[config.mk]
export PLATFORM = sky130hd
export DESIGN_NAME = fetch_stage
export DESIGN_NICKNAME = d
export VERILOG_FILES = /design/src/rtl/fetch_stage.sv
export SDC_FILE = /design/constraint.sdc
export NUM_CORES = 1
export LEC_CHECK = 0
export ABC_AREA = 1
export BUFFER_PORTS_ARGS = -buffer_cell sky130_fd_sc_hd__buf_2
export CORE_MARGIN = 2
export CORE_UTILIZATION = 56
export CTS_CLUSTER_SIZE = 40
export DETAILED_ROUTE_END_ITERATION = 16
export PLACE_DENSITY = 0.83
export SLEW_MARGIN = 20
export SYNTH_ARGS = -nofsm -noshare
export SYNTH_HDL_FRONTEND = slang
export SYNTH_SLANG_ARGS = --single-unit
[constraint.sdc]
create_clock -name clk -period 12.45 [get_ports clk]
set_input_delay 1.245 -clock clk [delete_from_list [all_inputs] [get_ports clk]]
set_output_delay 1.245 -clock clk [all_outputs]
set_load 0.03 [all_outputs]
[src/rtl/fetch_stage.sv]
// Instruction-fetch stage and IF/ID register: PC, req/gnt/rvalid fetch port, response FIFO.
// Optional perf counters built when FETCH_PERF_CNT_EN is defined; otherwise outputs tie to 0.
module fetch_stage #(
  parameter logic [31:0] RESET_PC        = 32'h0000_0000,
  parameter int unsigned FIFO_DEPTH      = 2,
  parameter int unsigned MAX_OUTSTANDING = 2
) (
  input  logic        clk,
  input  logic        rst,
  input  logic        PCWrite_en_i,
  input  logic        IF_ID_write_en_i,
  input  logic        EX_branch_taken_i,
  input  logic [31:0] EX_branch_target_i,
  output logic        imem_req_o,
  output logic [31:0] imem_addr_o,
  input  logic        imem_gnt_i,
  input  logic        imem_rvalid_i,
  input  logic [31:0] imem_rdata_i,
  output logic [31:0] IF_ID_pc_o,
  output logic [31:0] IF_ID_pc_plus4_o,
  output logic [31:0] IF_ID_instr_o,
  output logic        IF_ID_valid_o,
  output logic [31:0] fetch_stall_cnt_o,
  output logic [31:0] fetch_flush_cnt_o
);

  localparam int unsigned FIFO_AW = $clog2(FIFO_DEPTH);
  localparam int unsigned CNT_W   = $clog2(FIFO_DEPTH + 1);
  localparam int unsigned OUT_W   = $clog2(MAX_OUTSTANDING + 1);
  localparam int unsigned PCQ_AW  = (MAX_OUTSTANDING > 1) ? $clog2(MAX_OUTSTANDING) : 1;
  localparam logic [31:0] NOP     = 32'h0000_0013;

  typedef struct packed {
    logic [31:0] pc;
    logic [31:0] instr;
  } fifo_entry_t;

  logic [31:0]       pc_q, pc_d;
  logic [OUT_W-1:0]  out_q, out_d, drop_q, drop_d;
  fifo_entry_t       fifo_mem_q [FIFO_DEPTH];
  fifo_entry_t       fifo_mem_d [FIFO_DEPTH];
  logic [FIFO_AW-1:0] fifo_rd_q, fifo_rd_d, fifo_wr_q, fifo_wr_d;
  logic [CNT_W-1:0]  fifo_cnt_q, fifo_cnt_d;
  logic [31:0]       pcq_mem_q [MAX_OUTSTANDING];
  logic [31:0]       pcq_mem_d [MAX_OUTSTANDING];
  logic [PCQ_AW-1:0] pcq_rd_q, pcq_rd_d, pcq_wr_q, pcq_wr_d;
  logic [31:0]       if_id_pc_q, if_id_pc_d, if_id_instr_q, if_id_instr_d;
  logic              if_id_valid_q, if_id_valid_d;
  logic              credit_ok, issue, rsp_keep, fifo_push, fifo_pop;

  function automatic logic [PCQ_AW-1:0] pcq_inc(input logic [PCQ_AW-1:0] p);
    return (p == PCQ_AW'(MAX_OUTSTANDING - 1)) ? '0 : p + PCQ_AW'(1);
  endfunction

  always_comb begin
    fifo_pop   = ~EX_branch_taken_i & IF_ID_write_en_i & (fifo_cnt_q != '0);
    // A pop this cycle frees its slot, so depth 2 still sustains one fetch per cycle.
    credit_ok  = (32'(out_q) + 32'(fifo_cnt_q) - 32'(fifo_pop) < FIFO_DEPTH) &&
                 (32'(out_q) < MAX_OUTSTANDING);
    imem_req_o = ~rst & PCWrite_en_i & ~EX_branch_taken_i & credit_ok;
    issue      = imem_req_o & imem_gnt_i;
    rsp_keep   = imem_rvalid_i & (drop_q == '0);
    fifo_push  = rsp_keep & ~EX_branch_taken_i;
  end

  always_comb begin
    pc_d = pc_q;
    if (EX_branch_taken_i)  pc_d = EX_branch_target_i & 32'hFFFF_FFFC;
    else if (issue)         pc_d = pc_q + 32'd4;

    out_d  = out_q + OUT_W'(issue) - OUT_W'(imem_rvalid_i);
    drop_d = drop_q;
    if (imem_rvalid_i && drop_q != '0) drop_d = drop_q - OUT_W'(1);

    pcq_mem_d = pcq_mem_q;
    pcq_wr_d  = pcq_wr_q;
    pcq_rd_d  = pcq_rd_q;
    if (issue) begin
      pcq_mem_d[pcq_wr_q] = pc_q;
      pcq_wr_d            = pcq_inc(pcq_wr_q);
    end
    if (rsp_keep) pcq_rd_d = pcq_inc(pcq_rd_q);

    fifo_mem_d = fifo_mem_q;
    fifo_wr_d  = fifo_wr_q;
    fifo_rd_d  = fifo_rd_q;
    fifo_cnt_d = fifo_cnt_q + CNT_W'(fifo_push) - CNT_W'(fifo_pop);
    if (fifo_push) begin
      fifo_mem_d[fifo_wr_q] = '{pc: pcq_mem_q[pcq_rd_q], instr: imem_rdata_i};
      fifo_wr_d             = fifo_wr_q + FIFO_AW'(1);
    end
    if (fifo_pop) fifo_rd_d = fifo_rd_q + FIFO_AW'(1);

    if_id_pc_d    = if_id_pc_q;
    if_id_instr_d = if_id_instr_q;
    if_id_valid_d = if_id_valid_q;

    if (EX_branch_taken_i) begin
      // Words still in flight belong to the old path; drop them as they return.
      drop_d        = out_d;
      pcq_wr_d      = '0;
      pcq_rd_d      = '0;
      fifo_wr_d     = '0;
      fifo_rd_d     = '0;
      fifo_cnt_d    = '0;
      if_id_instr_d = NOP;
      if_id_valid_d = 1'b0;
    end else if (IF_ID_write_en_i) begin
      if (fifo_pop) begin
        if_id_pc_d    = fifo_mem_q[fifo_rd_q].pc;
        if_id_instr_d = fifo_mem_q[fifo_rd_q].instr;
        if_id_valid_d = 1'b1;
      end else begin
        if_id_instr_d = NOP;
        if_id_valid_d = 1'b0;
      end
    end
  end

  always_ff @(posedge clk or posedge rst) begin
    if (rst) begin
      pc_q          <= RESET_PC;
      out_q         <= '0;
      drop_q        <= '0;
      fifo_rd_q     <= '0;
      fifo_wr_q     <= '0;
      fifo_cnt_q    <= '0;
      pcq_rd_q      <= '0;
      pcq_wr_q      <= '0;
      for (int unsigned i = 0; i < FIFO_DEPTH; i++)      fifo_mem_q[i] <= '0;
      for (int unsigned i = 0; i < MAX_OUTSTANDING; i++) pcq_mem_q[i]  <= '0;
      if_id_pc_q    <= '0;
      if_id_instr_q <= NOP;
      if_id_valid_q <= 1'b0;
    end else begin
      pc_q          <= pc_d;
      out_q         <= out_d;
      drop_q        <= drop_d;
      fifo_rd_q     <= fifo_rd_d;
      fifo_wr_q     <= fifo_wr_d;
      fifo_cnt_q    <= fifo_cnt_d;
      pcq_rd_q      <= pcq_rd_d;
      pcq_wr_q      <= pcq_wr_d;
      fifo_mem_q    <= fifo_mem_d;
      pcq_mem_q     <= pcq_mem_d;
      if_id_pc_q    <= if_id_pc_d;
      if_id_instr_q <= if_id_instr_d;
      if_id_valid_q <= if_id_valid_d;
    end
  end

  rvalid_needs_outstanding: assert property (
    @(posedge clk) disable iff (rst) imem_rvalid_i |-> (out_q != '0));

  assign imem_addr_o      = pc_q;
  assign IF_ID_pc_o       = if_id_pc_q;
  assign IF_ID_pc_plus4_o = if_id_pc_q + 32'd4;
  assign IF_ID_instr_o    = if_id_instr_q;
  assign IF_ID_valid_o    = if_id_valid_q;

`ifdef FETCH_PERF_CNT_EN
  logic [31:0] stall_cnt_q, stall_cnt_d, flush_cnt_q, flush_cnt_d;

  always_comb begin
    stall_cnt_d = stall_cnt_q;
    flush_cnt_d = flush_cnt_q;
    if (EX_branch_taken_i)                            flush_cnt_d = flush_cnt_q + 32'd1;
    else if (IF_ID_write_en_i && fifo_cnt_q == '0)    stall_cnt_d = stall_cnt_q + 32'd1;
  end

  always_ff @(posedge clk or posedge rst) begin
    if (rst) begin
      stall_cnt_q <= '0;
      flush_cnt_q <= '0;
    end else begin
      stall_cnt_q <= stall_cnt_d;
      flush_cnt_q <= flush_cnt_d;
    end
  end

  assign fetch_stall_cnt_o = stall_cnt_q;
  assign fetch_flush_cnt_o = flush_cnt_q;
`else
  assign fetch_stall_cnt_o = '0;
  assign fetch_flush_cnt_o = '0;
`endif

endmodule

# After elaboration in Yosys (flattened, before gate mapping)
# Index checks and enable logic that the tools add are counted.
[word_totals]
regBits = 299
rom_bits = 0
input_bits = 71
latchBits = 0
memories = 0
elab_cells = 99
ramBits = 0
[op_classes]
reduce_logical = 14
order_cmp = 8
n_mul = 0
shifts = 0
div = 0
mux = 33
n_addsub = 13
bitwise = 14
eq_ne = 0
[op_table]
columns = ["op", "count"]
rows = [
  ["$mux 32", 9],
  ["$mux 64", 4],
  ["$bwmux 128", 1],
  ["$add 32x3->32 const B", 2],
  ["$bwmux 64", 1],
  ["$demux 64 s1", 1],
  ["$demux 32 s1", 1],
  ["$lt 32x2->1 const B", 1],
  ["$reduce_bool 2->1", 8],
  ["$mux 1", 13],
  ["$and 1x1->1", 8],
  ["$ge 2x2->1 const B", 4],
  ["$not 1->2", 4],
  ["$mux 2", 3],
  ["$add 1x1->1 const B", 4],
  ["$add 2x1->2", 2],
  ["$logic_and 1x1->1", 4],
  ["$lt 2x1->1 const B", 2],
  ["$sub 2x1->2", 2],
  ["$sub 3x1->4", 1],
  ["$add 2x2->3", 1],
  ["$reduce_and 3->1", 1],
  ["$logic_not 2->1", 1],
  ["$lt 2x2->1 const B", 1],
  ["other kinds (2)", 3],
]

# Longest topological paths before layout
# Gate-level depths: netlist (run 1).
[depth]
word_depth = 11
mapped_depth = 23

# Worst setup path after synthesis (run 1)
# OpenSTA, ideal clock, no wires.
[synth_path]
path_type = "in2out"
from = "in rst"
to = "out imem_req_o"
n_path_buf = 0
t_arrival_ns = 8.623
cell_stages = 5
slack_ns = 2.582
cell_sequence = "inv_1 -> nand3_1 -> nor2_4 -> nand2_1 -> inv_1"
[synth_via]
elab_chain_cells = 4
[synth_lines]
columns = ["item", "line", "source"]
rows = [
  ["from (decl)", "9", "input logic rst,"],
  ["$not 1->1", "60", "imem_req_o = ~rst & PCWrite_en_i & ~EX_branch_taken_i & credit_ok;"],
  ["$and 1x1->1 (3 in series)", "60", ""],
  ["to (decl)", "14", "output logic imem_req_o,"],
]
# No other way between the ends.

# Final worst setup path (run 1)
[layout_path]
from = "in EX_branch_taken_i"
to = "out imem_req_o"
[layout_via]
elab_chain_cells = 7
[layout_lines]
columns = ["item", "line", "source"]
rows = [
  ["from (decl)", "12", "input logic EX_branch_taken_i,"],
  ["$not 1->1 (no source line) (*)", "--", ""],
  ["$and 1x1->1 (2 in series)", "56", "fifo_pop = ~EX_branch_taken_i & IF_ID_write_en_i & (fifo_cnt_q != '0);"],
  ["$sub 3x1->4", "58", "credit_ok = (32'(out_q) + 32'(fifo_cnt_q) - 32'(fifo_pop) < FIFO_DEPTH) &&"],
  ["$lt 32x2->1", "58", ""],
  ["$logic_and 1x1->1", "58", ""],
  ["$and 1x1->1 (*)", "60", ""],
]
# Every way passes the cells marked *; elsewhere a longest branch is shown, timed or not.

==> impl_metrics.csv, run 1 <==
group,metric,value,unit
run_status,outcome,"complete, no violations",
power_and_ir_drop,p_per_area,214.0,nW/µm²
worst_setup_path,r2r-start,"fifo_cnt_q[1]",
sta,rsz0062_at_grt,"no",
sta,setup_violations,0,
clock_tree,ctsResizeCount,0,
drt,vias_per_cell,5.226,
sta,whs,467.4,ps
cells_and_area,final_area,16200,µm²
floorplan,core,25250,µm²
worst_setup_path,timing.rr.end,"imem_addr_o[4]",
sta,slew-limit-headroom,0.3320,
worst_setup_path,cp-end-kind,"output pin",
logic_synthesis,synth_top_area_share,0.4908,
worst_setup_path,arrival,5310,ps
worst_setup_path,r2r_cells,14,
worst_setup_path,crit_chain,"buf_2 > inv_1 > nand2_2 > inv_1 > ha_1 > nor2_1 > fa_1 > nor2_2 > o21ai_2 > nor2_4 > nand2_1 > inv_1 > buf_2",
min_path,min_to,"fifo_mem_q[103]",
clock_tree,path_clk_slew,60,ps
logic_synthesis,ys_ff_latch,287,
min_path,hold-path-cell-count,2,
grt,grt_max_degree,200,
floorplan,rows,58,
grt,grt_pass1_vias,11340,
logic_synthesis,yosysUniqueCellTypes,37,
clock_tree,tritoncts,"done",
clock_tree,clkLatencyLatePin,550,ps
clock_tree,h-tree-depth,1,
placement,gp_congestion,0.9273,
clock_tree,cts_setup_buffers,0,
run,cap_violations,0,
logic_synthesis,synth_area,14480,µm²
power_and_ir_drop,vdd_drop_max,0.0001674,V
cells_and_area,nets,2067,
clock_tree,cts_inserted_buffers,30,
worst_setup_path,slowest_stage,"nand2_2",
drt,vias,12230,
clock_tree,cts.sinks,287,
drt,postRouteAntennaNets,0,
drt,routed_wl,34210,µm
drt,routed-wl-met2,15890,µm
placement,io_buffers,192,
cells_and_area,drive_gt1_frac,0.1434,
logic_synthesis,synth-main-ff-cell,"dfrtp_1",
drt,drt_iter0_markers,976,
clock_tree,root_buffer,"clkbuf_16",
sta,period_minus_slack,6553,ps
cells_and_area,instances_no_fill,2340,
min_path,holdCritStartpoint,"fifo_mem_q[103]",
sta,fin_crit_sh,0.5263,
logic_synthesis,synth_seq_area_share,0.4962,
drt,dr_wl_met3,2407,µm
drt,drcViolationCount,0,
clock_tree,clockBufferDepth,3,
placement,dp_slack,5384,ps
worst_setup_path,crit_fanout,46,
floorplan,dieHeight,164.8,µm
worst_setup_path,worstSetupPathType,"input pin to output pin",
sta,fin_tns_setup,0,ps
cells_and_area,synthToLayoutAreaGrowth,11.90,%
sta,tightest_slew,1001,ps
logic_synthesis,synth_warnings,0,
floorplan,dieArea,27160,µm²
worst_setup_path,reg2reg_slack,7810,ps
sta,fin_skew,8.995,ps
sta,final_max_slew_viol_count,0,
worst_setup_path,required,11200,ps
floorplan,die_w,164.8,µm
grt,grt_usage,0.2536,
grt,grt_pass1_wl,55780,µm
clock_tree,postCtsHoldBufs,0,
drt,wirelength_met1,15260,µm
logic_synthesis,synth_cells,1839,
placement,postPlaceCellArea,15210,µm²
drt,top_layer,"met4",
power_and_ir_drop,leakage,0.008358,µW
placement,dp_cells,2281,
cells_and_area,most-common-layout-cells,"nand2_1 (622), dfrtp_1 (283), buf_2 (192), inv_1 (178), o21ai_0 (167)",
logic_synthesis,synth_area_leaders,"dfrtp_1 (49%), nand2_1 (16%), o21ai_0 (5.8%)",
grt,grt_remaining_overflow,0,
floorplan,initial_utilization,0.5734,
logic_synthesis,synth_edf_count,0,
min_path,hold_path.class,"flop to flop",
drt,dr.pass1.iters,5,
logic_synthesis,synth_top_area_cell,"dfrtp_1",
placement,dp.final_hpwl,22210,µm
logic_synthesis,syn_area_per_cell,7.875,µm²
sta,setup_slack,5897,ps
worst_setup_path,critPathMostFrequentCell,"inv_1",
sta,hold_viol_final,0,
floorplan,io_pins,265,
logic_synthesis,synthArstFlopShare,1.000,
cells_and_area,layout_commonest_cell,"nand2_1",
sta,fmax,0.1526,GHz
drt,wire_per_inst,14.62,µm
worst_setup_path,cp-start-kind,"input pin",
grt,antenna_found_initial,2,
worst_setup_path,max_stage_delay,910,ps
[how the worst max path moves through the flow]
stage / from / end / slack (ps) / cells after the start
floorplan: rst / imem_req_o / 2580 / 5
global placement: EX_branch_taken_i / pcq_mem_q[59] / 5660 / 13
detailed placement: EX_branch_taken_i / pcq_mem_q[43] / 5380 / 13
CTS: EX_branch_taken_i / imem_req_o / 5910 / 13
global route: EX_branch_taken_i / imem_req_o / 5640 / 13
finish: EX_branch_taken_i / imem_req_o / 5900 / 13
[power by group]
group	total (µW)	switching [µW]	internal (µW)	leakage, µW
logic	1170	828	341	0.00433
registers	1460	217	1240	0.00356
clock network	840	366	474	0.000468
[critical path, delay by kind of cell]
kind / cells / cell delay [ps]
buf+inv: 5 / 1780
simple gates: 5 / 1360
compound gates: 1 / 90
fa+ha+maj: 2 / 780
[flip-flops by register name, summed over array words and instances (netlist names)]
register / cells
fifo_cnt_q: 2
IF_ID_valid_o: 1
pcq_rd_q: 1
fifo_wr_q: 1
fifo_rd_q: 1
out_q: 2
IF_ID_instr_o: 32
imem_addr_o: 30
pcq_mem_q: 60
IF_ID_pc_o: 30
pcq_wr_q: 1
drop_q: 2
fifo_mem_q: 124
[final cells by class]
type | instances | area, µm²
well taps | 330 | 412.9
clock buffers | 41 | 842.1
flip-flops and latches | 287 | 7187
inverters | 185 | 703.2
diodes | 2 | 5.005
clock inverters | 14 | 91.34
repair buffers | 203 | 1096
fillers | 2178 | 9050
multi-input cells | 1278 | 5867
[stage by stage]
step	utilization	power (µW)
6_report	0.6416	3468
5_1_grt	0.6416	3710
4_1_cts	0.6392	3477
3_5_place_dp	0.6023	2632
3_3_place_gp	0.6023	2575
2_1_floorplan	-	2311
[cells by family (layout without fill, tap and decap cells)]
group                      Yosys count  after routing  share of synthesized area
adders and majority gates           11             11                    0.01002
other                                1             72                  0.0002590
DFF                                287            287                     0.4962
xor gates and xnor gates            34             34                    0.02056
buffers and inverters              343            443                     0.1167
AOI/OAI and AO/OA                  296            296                     0.1158
and+or+nand+nor                    867            867                     0.2405
[cell usage after synthesis, drive strengths merged (2+ instances only)]
cell type and instances:
a31oi 6, buf 120, clkbuf 38, dfrtp 284
dfstp 3, ha 10, inv 184, nand2 624
nand3 71, nand3b 2, nand4 10, nor2 144
nor3 16, o211ai 24, o21ai 231, o21bai 2
o31ai 30, xnor2 6, xor2 28
[per-layer routing]
layer  vias up  GRT usage
li1       5968          -
met1      5755     0.3715
met2       453     0.4068
met3        53    0.02863
met4         0    0.06324
met5         -          0
Power figures use the tool's default switching activity.
==> run 2: changes to the inputs <==
--- a/config.mk
+++ b/config.mk
@@ -5,13 +5,13 @@
 export SDC_FILE = /design/constraint.sdc
 export NUM_CORES = 1
 export LEC_CHECK = 0
-export ABC_AREA = 1
+export ABC_AREA = 0
 export BUFFER_PORTS_ARGS = -buffer_cell sky130_fd_sc_hd__buf_2
 export CORE_MARGIN = 2
-export CORE_UTILIZATION = 56
+export CORE_UTILIZATION = 50
 export CTS_CLUSTER_SIZE = 40
 export DETAILED_ROUTE_END_ITERATION = 16
-export PLACE_DENSITY = 0.83
+export PLACE_DENSITY = 0.79
 export SLEW_MARGIN = 20
 export SYNTH_ARGS = -nofsm -noshare
 export SYNTH_HDL_FRONTEND = slang
==> constraint.sdc (replaced) <==
create_clock -name clk -period 5.92 [get_ports clk]
set_input_delay 0.592 -clock clk [delete_from_list [all_inputs] [get_ports clk]]
set_output_delay 0.592 -clock clk [all_outputs]
set_load 0.03 [all_outputs]
==> impl_metrics.csv, run 2 <==
group,metric,value,unit
grt,antenna_found_initial,0,
sta,fin_crit_sh,0.6920,
logic_synthesis,synth_seq_area_share,0.5369,
sta,fin_tns_setup,0,ps
placement,dp.final_hpwl,19770,µm
clock_tree,ctsResizeCount,0,
drt,wire_per_inst,17.69,µm
floorplan,core,26210,µm²
logic_synthesis,yosysMostFrequentCell,"dfrtp_1",
cells_and_area,diodes,0,
logic_synthesis,synthSimpleGateAreaFrac,0.1066,
run_status,outcome,"complete, no violations",
cells_and_area,synthToLayoutAreaGrowth,15.33,%
logic_synthesis,synthAdderAreaFrac,0.01084,
logic_synthesis,synth_area,13380,µm²
floorplan,dieHeight,167.6,µm
clock_tree,clockBufferDepth,3,
clock_tree,cts_setup_buffers,0,
cells_and_area,most-common-layout-cells,"dfrtp_1 (283), buf_2 (192), nand2_1 (138), mux2_2 (127), o21ai_0 (105)",
drt,vias_per_cell,5.421,
clock_tree,root_buffer,"clkbuf_16",
power_and_ir_drop,leakage,0.007289,µW
logic_synthesis,synthArstFlopShare,1.000,
grt,grt_pass1_vias,9312,
sta,rsz0062_at_grt,"no",
power_and_ir_drop,p_per_area,470.0,nW/µm²
power_and_ir_drop,vdd_drop_max,0.0003182,V
logic_synthesis,synthMuxAreaShare,0.1780,
worst_setup_path,arrival,4550,ps
worst_setup_path,crit_fanout,21,
cells_and_area,fin_util,0.5890,
logic_synthesis,synth_xor_area_frac,0.03337,
grt,grt_usage,0.2195,
sta,setup_violations,0,
clock_tree,path_clk_slew,70,ps
cells_and_area,fillCellCount,2177,
grt,grt_pass1_wl,49520,µm
placement,gp_congestion,0.8610,
clock_tree,cts.sinks,287,
floorplan,io_pins,265,
drt,routed_wl,30410,µm
cells_and_area,nets,1444,
drt,postRouteAntennaNets,0,
worst_setup_path,required,6370,ps
grt,grt_max_degree,208,
logic_synthesis,syn_area_per_cell,11.24,µm²
clock_tree,cts_inserted_buffers,30,
sta,setup_slack,1824,ps
logic_synthesis,synth_top_area_cell,"dfrtp_1",
logic_synthesis,synth_edf_count,0,
clock_tree,h-tree-depth,1,
run,cap_violations,0,
floorplan,rows,59,
clock_tree,postCtsHoldBufs,0,
drt,drcViolationCount,0,
logic_synthesis,synth_top_area_share,0.5310,
placement,dp_slack,1459,ps
placement,io_buffers,192,
floorplan,die_w,167.6,µm
logic_synthesis,synth_cells,1191,
min_path,hold_path.class,"input pin to asynchronous set/reset pin",
sta,tightest_slew,1036,ps
sta,final_max_slew_viol_count,0,
worst_setup_path,r2r_cells,17,
clock_tree,clkLatencyLatePin,560,ps
sta,hold_viol_final,0,
drt,dr.pass1.iters,5,
drt,vias,9319,
cells_and_area,drive_gt1_frac,0.2948,
clock_tree,tritoncts,"done",
worst_setup_path,cp-start-kind,"flop",
power_and_ir_drop,power.total,7255,µW
sta,fin_skew,33.65,ps
logic_synthesis,yosys-top-cells-count,"dfrtp_1 (284), nand2_1 (138), mux2_2 (127)",
sta,fmax,0.2441,GHz
worst_setup_path,cp-end-kind,"flop",
worst_setup_path,worstSetupPathType,"flop to flop",
cells_and_area,top_register,"fifo_mem_q",
sta,period_minus_slack,4096,ps
floorplan,dieArea,28090,µm²
logic_synthesis,synth_area_leaders,"dfrtp_1 (53%), mux2_2 (11%), mux2i_1 (7.0%)",
grt,grt_remaining_overflow,0,
logic_synthesis,ys_ff_latch,287,
logic_synthesis,synth-main-ff-cell,"dfrtp_1",
floorplan,initial_utilization,0.5107,
logic_synthesis,yosysUniqueCellTypes,53,
logic_synthesis,synth_compound_area_frac,0.06834,
sta,slew-limit-headroom,0.3075,
logic_synthesis,synth_top_family_by_area,"multiplexers",
drt,drt_iter0_markers,651,
cells_and_area,layout_commonest_cell,"dfrtp_1",
logic_synthesis,synth_warnings,0,
cells_and_area,largest_register_ff_count,124,
## run 2: cell types whose count changed after synthesis, moves of 13 or more
cell,before,now
o31ai_1,30,0
mux2i_1,0,94
a21oi_1,1,35
nor2_1,135,54
and3_1,0,13
buf_4,86,73
o21ai_1,53,7
inv_1,179,21
nand3_1,69,22
o211ai_1,24,2
xnor2_1,6,32
mux2_2,0,127
nand2_1,622,138
o21ai_0,167,105
## run 2: critical path: stages (launching register included)
cell	delay (ps)
dfrtp_1	410
o21ai_0	260
nand2b_2	180
inv_1	110
ha_1	200
inv_1	100
ha_1	230
and3b_1	170
o21ai_2	800
nor2_2	200
inv_2	350
ha_1	310
inv_1	70
ha_1	160
xnor2_1	140
xnor2_1	160
nand2_1	70
o21ai_0	90
## run 2: report_power, final
group          leakage [µW]  switching, µW  internal, µW
registers           0.00372            482          2570
clock network      0.000522            779          1220
logic               0.00304           1360           852
## run 2: final cells by class
class | count | area [µm²] | area share
Sequential cell | 287 | 7189 | 0.4658
Inverter | 22 | 86.33 | 0.005593
Timing Repair Buffer | 204 | 1084 | 0.07020
Multi-Input combinational cell | 817 | 5593 | 0.3623
Clock inverter | 13 | 181.4 | 0.01175
Clock buffer | 41 | 883.3 | 0.05723
Tap cell | 335 | 419.2 | 0.02715
## run 2: metrics by stage
stage          hold slack (ps)  area [µm²]  instances
5_1_grt                  106.6       15440       1719
2_1_floorplan            449.6       13650       1260
6_report                 70.54       15440       1719
4_1_cts                  81.12       15410       1718
3_3_place_gp             453.1       14340       1664
3_5_place_dp             463.1       14340       1664
## run 2: per-layer routing
layer  wire (µm)  track usage  vias up
li1            -            -     4334
met4         571      0.05671        0
met5           0            0        -
met1       13300       0.2997     4568
met2       14810       0.3749      374
met3        1726      0.02718       43
## run 2: final timing paths
kind / start / end / slack (ps)
worst max-delay path: fifo_cnt_q[1] / drop_q[1] / 1820
min in group clk: EX_branch_target_i[10] / imem_addr_o[10] / 240
worst max register to register: fifo_cnt_q[1] / drop_q[1] / 1820
worst min register to register: IF_ID_valid_o / IF_ID_valid_o / 470
worst min-delay path: rst / imem_addr_o[9] / 70
max in group asynchronous: rst / fifo_mem_q[7] / 3700
## run 2: logic make-up (layout without fill, tap and decap cells)
logic type | Yosys count | count (layout)
and+or+nand+nor | 297 | 297
DFF | 287 | 287
muxes | 222 | 222
AOI/OAI and AO/OA | 166 | 166
buffers and inverters | 156 | 280
xor gates and xnor gates | 51 | 51
adders and majority gates | 11 | 11
other | 1 | 70
